## src/rtl/ltc2333_pkg.sv

```systemverilog
// Shared types for the LTC2333 scan scheduler: FSM states, the latched job record
// and the SoftSpan range codes that requesters pass through to the engine.
package ltc2333_pkg;

   localparam int JOB_NCHAN   = 8;
   localparam int JOB_NREAD_W = 16;
   localparam int CNT_W       = 33;

   typedef enum logic [2:0] {IDLE, LOAD, RUN, DRAIN, DONE} sched_state_t;

   typedef struct packed {
      logic [JOB_NCHAN-1:0]   mask;
      logic [JOB_NREAD_W-1:0] n_reads;
      logic [2:0]             range;
      logic [31:0]            period;
   } scan_job_t;

   localparam logic [2:0] SPAN_0V_5V00    = 3'd0;
   localparam logic [2:0] SPAN_0V_5V12    = 3'd1;
   localparam logic [2:0] SPAN_PM_5V00    = 3'd2;
   localparam logic [2:0] SPAN_PM_5V12    = 3'd3;
   localparam logic [2:0] SPAN_0V_10V00   = 3'd4;
   localparam logic [2:0] SPAN_0V_10V24   = 3'd5;
   localparam logic [2:0] SPAN_PM_10V00   = 3'd6;
   localparam logic [2:0] SPAN_PM_10V24   = 3'd7;

   function automatic int rrNext(input int idx, input int n);
      return (idx + 1 >= n) ? 0 : idx + 1;
   endfunction

endpackage

```

## src/rtl/ltc2333_scan_scheduler_rr_arbiter.sv

```systemverilog
// Combinational round-robin picker: first asserted request at or after ptr_i,
// wrapping modulo N.
module rr_arbiter #(
   parameter int N = 4
) (
   input  logic [N-1:0]         req_i,
   input  logic [$clog2(N)-1:0] ptr_i,
   output logic [N-1:0]         grant_o,
   output logic [$clog2(N)-1:0] idx_o,
   output logic                 any_o
);

   localparam int IDX_W = $clog2(N);

   logic [IDX_W-1:0] cand;

   always_comb begin
      grant_o = '0;
      idx_o   = '0;
      any_o   = 1'b0;
      cand    = '0;
      for (int i = 0; i < N; i++) begin
         cand = IDX_W'((int'(ptr_i) + i) % N);
         if (!any_o && req_i[cand]) begin
            any_o         = 1'b1;
            idx_o         = cand;
            grant_o[cand] = 1'b1;
         end
      end
   end

endmodule

```

## src/rtl/ltc2333_scan_scheduler.sv

```systemverilog
// Shares one LTC2333 engine between N_REQ requesters: round-robin grant, parameter
// load with the engine held in reset, cnv-counted completion, drain guard and timeout.
module ltc2333_scan_scheduler
   import ltc2333_pkg::*;
#(
   parameter int N_REQ          = 4,
   parameter int NCHAN          = JOB_NCHAN,
   parameter int NREAD_W        = JOB_NREAD_W,
   parameter int LOAD_CYCLES    = 4,
   parameter int DRAIN_CYCLES   = 64,
   parameter int TIMEOUT_CYCLES = 2**20
) (
   input  logic                     clk,
   input  logic                     areset,
   input  logic [N_REQ-1:0]         req_valid,
   output logic [N_REQ-1:0]         req_ready,
   input  logic [N_REQ*NCHAN-1:0]   req_chan_mask,
   input  logic [N_REQ*NREAD_W-1:0] req_n_reads,
   input  logic [N_REQ*3-1:0]       req_range,
   input  logic [N_REQ*32-1:0]      req_period,
   output logic                     eng_reset,
   output logic                     eng_mode,
   output logic [NCHAN-1:0]         eng_active_channels,
   output logic [NREAD_W-1:0]       eng_n_reads,
   output logic [2:0]               eng_range,
   output logic [31:0]              eng_sample_period,
   input  logic                     cnv,
   output logic                     busy,
   output logic [$clog2(N_REQ)-1:0] grant_id,
   output logic                     done,
   output logic [$clog2(N_REQ)-1:0] done_id,
   output logic                     done_err
);

   localparam int IDX_W = $clog2(N_REQ);

   sched_state_t           state_q, state_d;
   logic [IDX_W-1:0]       rrPtr_q, rrPtr_d;
   logic [IDX_W-1:0]       grant_q, grant_d;
   logic [N_REQ-1:0]       ready_q, ready_d;
   scan_job_t              job_q, job_d;
   logic [CNT_W-1:0]       cnt_q, cnt_d;
   logic [JOB_NREAD_W-1:0] riseCnt_q, riseCnt_d;
   logic                   err_q, err_d;
   logic                   done_q, done_d;
   logic [IDX_W-1:0]       doneId_q, doneId_d;
   logic                   doneErr_q, doneErr_d;
   logic                   cnv_q;

   logic [N_REQ-1:0]       arbOnehot;
   logic [IDX_W-1:0]       arbIdx;
   logic                   arbAny;
   logic                   cnvRise;
   logic [CNT_W-1:0]       drainTarget;

   rr_arbiter #(.N(N_REQ)) u_arb (
      .req_i   (req_valid),
      .ptr_i   (rrPtr_q),
      .grant_o (arbOnehot),
      .idx_o   (arbIdx),
      .any_o   (arbAny)
   );

   assign cnvRise     = cnv & ~cnv_q;
   assign drainTarget = {1'b0, job_q.period} + CNT_W'(DRAIN_CYCLES);

   always_ff @(posedge clk or posedge areset) begin
      if (areset) begin
         state_q   <= IDLE;
         rrPtr_q   <= '0;
         grant_q   <= '0;
         ready_q   <= '0;
         job_q     <= '0;
         cnt_q     <= '0;
         riseCnt_q <= '0;
         err_q     <= 1'b0;
         done_q    <= 1'b0;
         doneId_q  <= '0;
         doneErr_q <= 1'b0;
         cnv_q     <= 1'b0;
      end else begin
         state_q   <= state_d;
         rrPtr_q   <= rrPtr_d;
         grant_q   <= grant_d;
         ready_q   <= ready_d;
         job_q     <= job_d;
         cnt_q     <= cnt_d;
         riseCnt_q <= riseCnt_d;
         err_q     <= err_d;
         done_q    <= done_d;
         doneId_q  <= doneId_d;
         doneErr_q <= doneErr_d;
         cnv_q     <= cnv;
      end
   end

   // IDLE is two-phase: pick a winner and raise its ready, then latch its fields
   // during the ready cycle so the requester sees exactly what was captured.
   always_comb begin
      state_d   = state_q;
      rrPtr_d   = rrPtr_q;
      grant_d   = grant_q;
      ready_d   = '0;
      job_d     = job_q;
      cnt_d     = cnt_q;
      riseCnt_d = riseCnt_q;
      err_d     = err_q;
      done_d    = 1'b0;
      doneId_d  = doneId_q;
      doneErr_d = doneErr_q;
      unique case (state_q)
         IDLE: begin
            if (ready_q == '0) begin
               if (arbAny) begin
                  ready_d = arbOnehot;
                  grant_d = arbIdx;
                  rrPtr_d = IDX_W'(rrNext(int'(arbIdx), N_REQ));
               end
            end else begin
               job_d.mask    = JOB_NCHAN'(req_chan_mask[int'(grant_q)*NCHAN +: NCHAN]);
               job_d.n_reads = JOB_NREAD_W'(req_n_reads[int'(grant_q)*NREAD_W +: NREAD_W]);
               job_d.range   = req_range[int'(grant_q)*3 +: 3];
               job_d.period  = req_period[int'(grant_q)*32 +: 32];
               cnt_d         = '0;
               riseCnt_d     = '0;
               if (job_d.n_reads == '0 || job_d.mask == '0) begin
                  err_d   = (job_d.mask == '0);
                  state_d = DONE;
               end else begin
                  err_d   = 1'b0;
                  state_d = LOAD;
               end
            end
         end
         LOAD: begin
            riseCnt_d = '0;
            if (cnt_q == CNT_W'(LOAD_CYCLES - 1)) begin
               cnt_d   = '0;
               state_d = RUN;
            end else begin
               cnt_d = cnt_q + 1'b1;
            end
         end
         RUN: begin
            if (cnvRise) begin
               riseCnt_d = riseCnt_q + 1'b1;
               cnt_d     = '0;
            end else begin
               cnt_d = cnt_q + 1'b1;
            end
            if (riseCnt_q == job_q.n_reads && !cnv) begin
               cnt_d   = '0;
               state_d = DRAIN;
            end else if (!cnvRise && cnt_q == CNT_W'(TIMEOUT_CYCLES - 1)) begin
               err_d   = 1'b1;
               cnt_d   = '0;
               state_d = DONE;
            end
         end
         DRAIN: begin
            if (cnt_q + 1'b1 >= drainTarget) begin
               err_d   = 1'b0;
               cnt_d   = '0;
               state_d = DONE;
            end else begin
               cnt_d = cnt_q + 1'b1;
            end
         end
         DONE: begin
            done_d    = 1'b1;
            doneId_d  = grant_q;
            doneErr_d = err_q;
            cnt_d     = '0;
            state_d   = IDLE;
         end
         default: state_d = IDLE;
      endcase
   end

   // The engine only runs in RUN and DRAIN; every other state parks it in reset.
   always_comb begin
      eng_reset = 1'b1;
      busy      = 1'b0;
      if (state_q == RUN || state_q == DRAIN) begin
         eng_reset = 1'b0;
      end
      if (state_q != IDLE) begin
         busy = 1'b1;
      end
   end

   assign eng_mode            = 1'b0;
   assign eng_active_channels = NCHAN'(job_q.mask);
   assign eng_n_reads         = NREAD_W'(job_q.n_reads);
   assign eng_range           = job_q.range;
   assign eng_sample_period   = job_q.period;
   assign req_ready           = ready_q;
   assign grant_id            = grant_q;
   assign done                = done_q;
   assign done_id             = doneId_q;
   assign done_err            = doneErr_q;

endmodule

```

## config.mk

```make
export PLATFORM = sky130hd
export DESIGN_NAME = ltc2333_scan_scheduler
export DESIGN_NICKNAME = d
export VERILOG_FILES = /design/src/rtl/ltc2333_pkg.sv /design/src/rtl/ltc2333_scan_scheduler_rr_arbiter.sv /design/src/rtl/ltc2333_scan_scheduler.sv
export SDC_FILE = /design/constraint.sdc
export NUM_CORES = 1
export LEC_CHECK = 0
export ABC_CLOCK_PERIOD_IN_PS = 10350
export BUFFER_PORTS_ARGS = -buffer_cell sky130_fd_sc_hd__buf_2
export CAP_MARGIN = 20
export CORE_UTILIZATION = 50
export DETAILED_ROUTE_END_ITERATION = 12
export PLACE_DENSITY = 0.87
export SLEW_MARGIN = 20
export SYNTH_ARGS = -nofsm -noshare
export SYNTH_HDL_FRONTEND = slang
export SYNTH_SLANG_ARGS = --single-unit
```

## constraint.sdc

```tcl
create_clock -name clk -period 10.35 [get_ports clk]
set_clock_uncertainty 0.1 [all_clocks]
set_input_delay 3.105 -clock clk [delete_from_list [all_inputs] [get_ports clk]]
set_output_delay 3.105 -clock clk [all_outputs]
set_load 0.005 [all_outputs]
```

==> results.toml <==
[routing]
via_per_inst = 6.09
ant_nets = 0
wl_met2_mm = 13.7
drtIter0Drc = 813
wl_met1_mm = 10.9
drcViolationCount = 0
drt-total-wl_mm = 28.0
via_count = 8612
wl_met3_mm = 2.16
dr.pass1.iters = 5
dr.max_layer_used = "met4"
wire_per_inst_um = 19.8

[synth]
synth-async-reset-ratio = 1.00
syn_area_sq_mm = 0.00905
ys_seq_area_frac = 0.345
synth.distinct_cells = 62
yosysWarnings = 0
synth_area_per_cell_sq_um = 10.3
ys.flop_type = "dfrtp_1"
synth_enable_flop_cells = 0
syn_nets = 1170
synth-seq-cells = 125
postSynthCellCount = 882

[timing]
tightest_slew_ps = 890
hold_viol = 0
whs_ps = 407
clock.fmax_ghz = 0.194
fin_crit_ps = 5150
rsz0062_at_grt = "false"
relSlewSlack = 0.407
post-route-period-util = 0.498
tns_ps = 0
final-setup-viol-count = 0
final_max_slew_viol_count = 0

[job]
drv_cap = 0

[finish]
drive_gt1_frac = 0.415
seq_area_sq_mm = 0.00313
final_cells = 1415
multiInputGateArea_sq_mm = 0.00564
fin_nets = 1463
area_growth_pct = 25.8
nFillCells = 1325

[outcome]
status = "finished clean"

[clock_network]
clkSlewWorstSetupHoldPaths_ps = 60
cts-root-buf = "clkbuf_16"
insertion_delay_ps = 420
clock_sinks = 125
cts_resized = 0
cts.path.max_buffers = 2
numCtsBuffers = 17
cts_max_level = 4
cts_tree = "yes"
post_cts_buffers = 0
cts_hold_buf = 0

[worst_setup_path]
cp_max_fo = 25
required_ps = 10510
path_class = "flip-flop to flip-flop"
crit_buf_inv = 1
crit_slowest_cell = "nor4_1"
cp_top_family = "simple AND/OR/NAND/NOR gates"
cp.arrival_ps = 5310
path_cells = "ha_1 -> nand3_4 -> or2_1 -> nor4_4 -> nand3_1 -> xnor2_1 -> ha_1 -> nand4_1 -> nor4_1 -> a2bb2oi_1 -> a21oi_1 -> a311oi_4 -> buf_4 -> nor2_1 -> o21ai_0"
end_kind = "flip-flop"
critical-path-max-stage-delay_ps = 610
crit_top_cell = "ha_1"
start_kind = "flip-flop"

[floorplan]
die_w_um = 137
fp.dieH_um = 137
dieArea_sq_mm = 0.0187
fp.coreArea_sq_mm = 0.0175
rows = 48
start_util = 0.518
io_pins = 315

[global_routing]
grt_overflow = 0
grt_max_degree = 71
antenna_found_initial = 2
grt_pass1_wl_mm = 44.6
grt_pass1_vias = 8688
grt_usage = 0.311

[power_and_ir_drop]
p_clk_frac = 0.204
switching_share = 0.414
p_sw_uw = 1270
max-vdd-ir-drop_uv = 177
pwr-share-seq = 0.286
p_leak_uw = 0.00536
powerDensity_mw_per_mm2 = 270
combinationalPowerShare = 0.511
power.internal_uw = 1800

[place]
dpl.cell_count = 1381
post-dp-hpwl_mm = 21.3
portBuffers = 313
gp_congestion = 0.942

[min_path]
min_path_type = "flip-flop to flip-flop"
-- layout by cell type, fill, tap and decap left out, types with 3 or more instances in the layout --
master | Yosys | layout
mux4_2 | 60 | 60
and2_1 | 3 | 3
o211ai_1 | 3 | 3
clkinv_4 | 0 | 5
or2_2 | 4 | 4
bufinv_16 | 0 | 3
nand3_1 | 36 | 36
nor4_1 | 21 | 21
a21o_1 | 3 | 3
ha_1 | 45 | 45
mux2_2 | 59 | 59
and3_1 | 12 | 12
xor2_1 | 43 | 43
nand2_1 | 106 | 106
buf_2 | 10 | 313
o21a_1 | 3 | 3
dfrtp_1 | 125 | 123
mux2i_1 | 5 | 5
buf_4 | 2 | 8
nand3b_1 | 3 | 3
o22ai_1 | 6 | 6
inv_1 | 20 | 19
nand4_1 | 19 | 19
o21ai_0 | 75 | 74
xnor2_1 | 32 | 32
a21oi_1 | 21 | 21
nor2_1 | 64 | 63
nor3_1 | 19 | 19
clkbuf_16 | 0 | 17
a22o_1 | 5 | 5
-- path summary, 6_finish.rpt --
check,start,endpoint,slack (ps),cells past startpoint
worst max-delay path,cnt_q[0],cnt_q[16],5200,15
worst min-delay path,eng_active_channels[0],eng_active_channels[0],410,1
worst max register to register,cnt_q[0],cnt_q[16],5200,15
worst min register to register,eng_active_channels[0],eng_active_channels[0],410,1
max in group asynchronous,areset,eng_sample_period[2],6110,3
min in group asynchronous,areset,riseCnt_q[10],2770,2
-- power by group through the flow --
stage	Clock, uW	Sequential [uW]	Combinational, uW
5_1_grt	653	902	1690
3_3_place_gp	0	864	1480
2_1_floorplan	0	808	1080
4_1_cts	632	870	1560
6_report	627	879	1570
3_5_place_dp	0	875	1540
-- per-layer routing --
metal | global-route usage | vias up
li1 | - | 3850
met1 | 0.396 | 4211
met2 | 0.490 | 460
met3 | 0.0781 | 91
met4 | 0.159 | 0
met5 | 0 | -
-- per-stage QoR --
stage               setup slack, ps  utilization  power (uW)  instance area, sq um
floorplan                      3820            -        1890                  9050
global placement               5220        0.616        2340                 10800
detailed placement             5130        0.616        2420                 10800
CTS                            5260        0.651        3060                 11400
global route                   4890        0.651        3250                 11400
finish                         5200        0.651        3080                 11400
-- synthesized netlist by cell type, types with 3 or more instances --
| cell | instances | share of area |
|---|---|---|
| o31ai_1 | 3 | 0.0025 |
| xor2_1 | 43 | 0.042 |
| o21a_1 | 3 | 0.0025 |
| buf_1 | 7 | 0.0029 |
| inv_1 | 20 | 0.0083 |
| clkbuf_1 | 23 | 0.0095 |
| mux2_2 | 59 | 0.073 |
| nand2_1 | 106 | 0.044 |
| a21oi_1 | 21 | 0.012 |
| nand4_1 | 19 | 0.013 |
| a21o_1 | 3 | 0.0025 |
| dfrtp_1 | 125 | 0.35 |
| nand3b_1 | 3 | 0.0025 |
| nor4_1 | 21 | 0.015 |
| o21ai_0 | 75 | 0.041 |
| buf_6 | 3 | 0.0037 |
| mux2i_1 | 5 | 0.0055 |
| o22ai_1 | 6 | 0.0041 |
| o211ai_1 | 3 | 0.0025 |
| nand3_1 | 36 | 0.020 |
| a22o_1 | 5 | 0.0048 |
| buf_2 | 10 | 0.0055 |
| xnor2_1 | 32 | 0.031 |
| nor3_1 | 19 | 0.011 |
| and3_1 | 12 | 0.0083 |
| ha_1 | 45 | 0.062 |
| nor2_1 | 64 | 0.027 |
| or2_2 | 4 | 0.0028 |
| mux4_2 | 60 | 0.15 |
| and2_1 | 3 | 0.0021 |
-- logic make-up (layout without fill, tap and decap cells) --
| family | Yosys count | after routing | synth area share |
|---|---|---|---|
| xor+xnor | 75 | 75 | 0.0726 |
| mux | 125 | 125 | 0.230 |
| buf+inv | 67 | 373 | 0.0339 |
| other cells | 1 | 3 | 0.000414 |
| simple gates | 313 | 313 | 0.171 |
| flops | 125 | 125 | 0.345 |
| fa+ha+maj | 45 | 45 | 0.0622 |
| compound gates | 131 | 131 | 0.0849 |
-- sequential cells by signal, indices dropped and copies added, names as in the netlist --
name                 count
done                     1
eng_range                3
done_err                 1
eng_n_reads             16
grant_id                 2
rrPtr_q                  2
cnv_q                    1
cnt_q                   33
state_q                  3
err_q                    1
eng_active_channels      8
done_id                  2
req_ready                4
eng_sample_period       32
riseCnt_q               16
-- worst reg2reg max path: stages (launching register included) --
cell and delay, ps:
dfrtp_1 450, ha_1 370, nand3_4 160, or2_1 360, nor4_4 500, nand3_1 170, xnor2_1 180, ha_1 320
nand4_1 160, nor4_1 610, a2bb2oi_1 150, a21oi_1 270, a311oi_4 130, buf_4 300, nor2_1 550, o21ai_0 230
-- layout make-up --
| type | count | share of cell area |
|---|---|---|
| Antenna cell | 2 | 0.000440 |
| Timing Repair Buffer | 321 | 0.143 |
| Clock inverter | 12 | 0.0143 |
| Inverter | 20 | 0.00681 |
| Tap cell | 225 | 0.0247 |
| Clock buffer | 20 | 0.0401 |
| Multi-Input combinational cell | 690 | 0.496 |
| Sequential cell | 125 | 0.275 |
(Power assumes the default switching activity.)
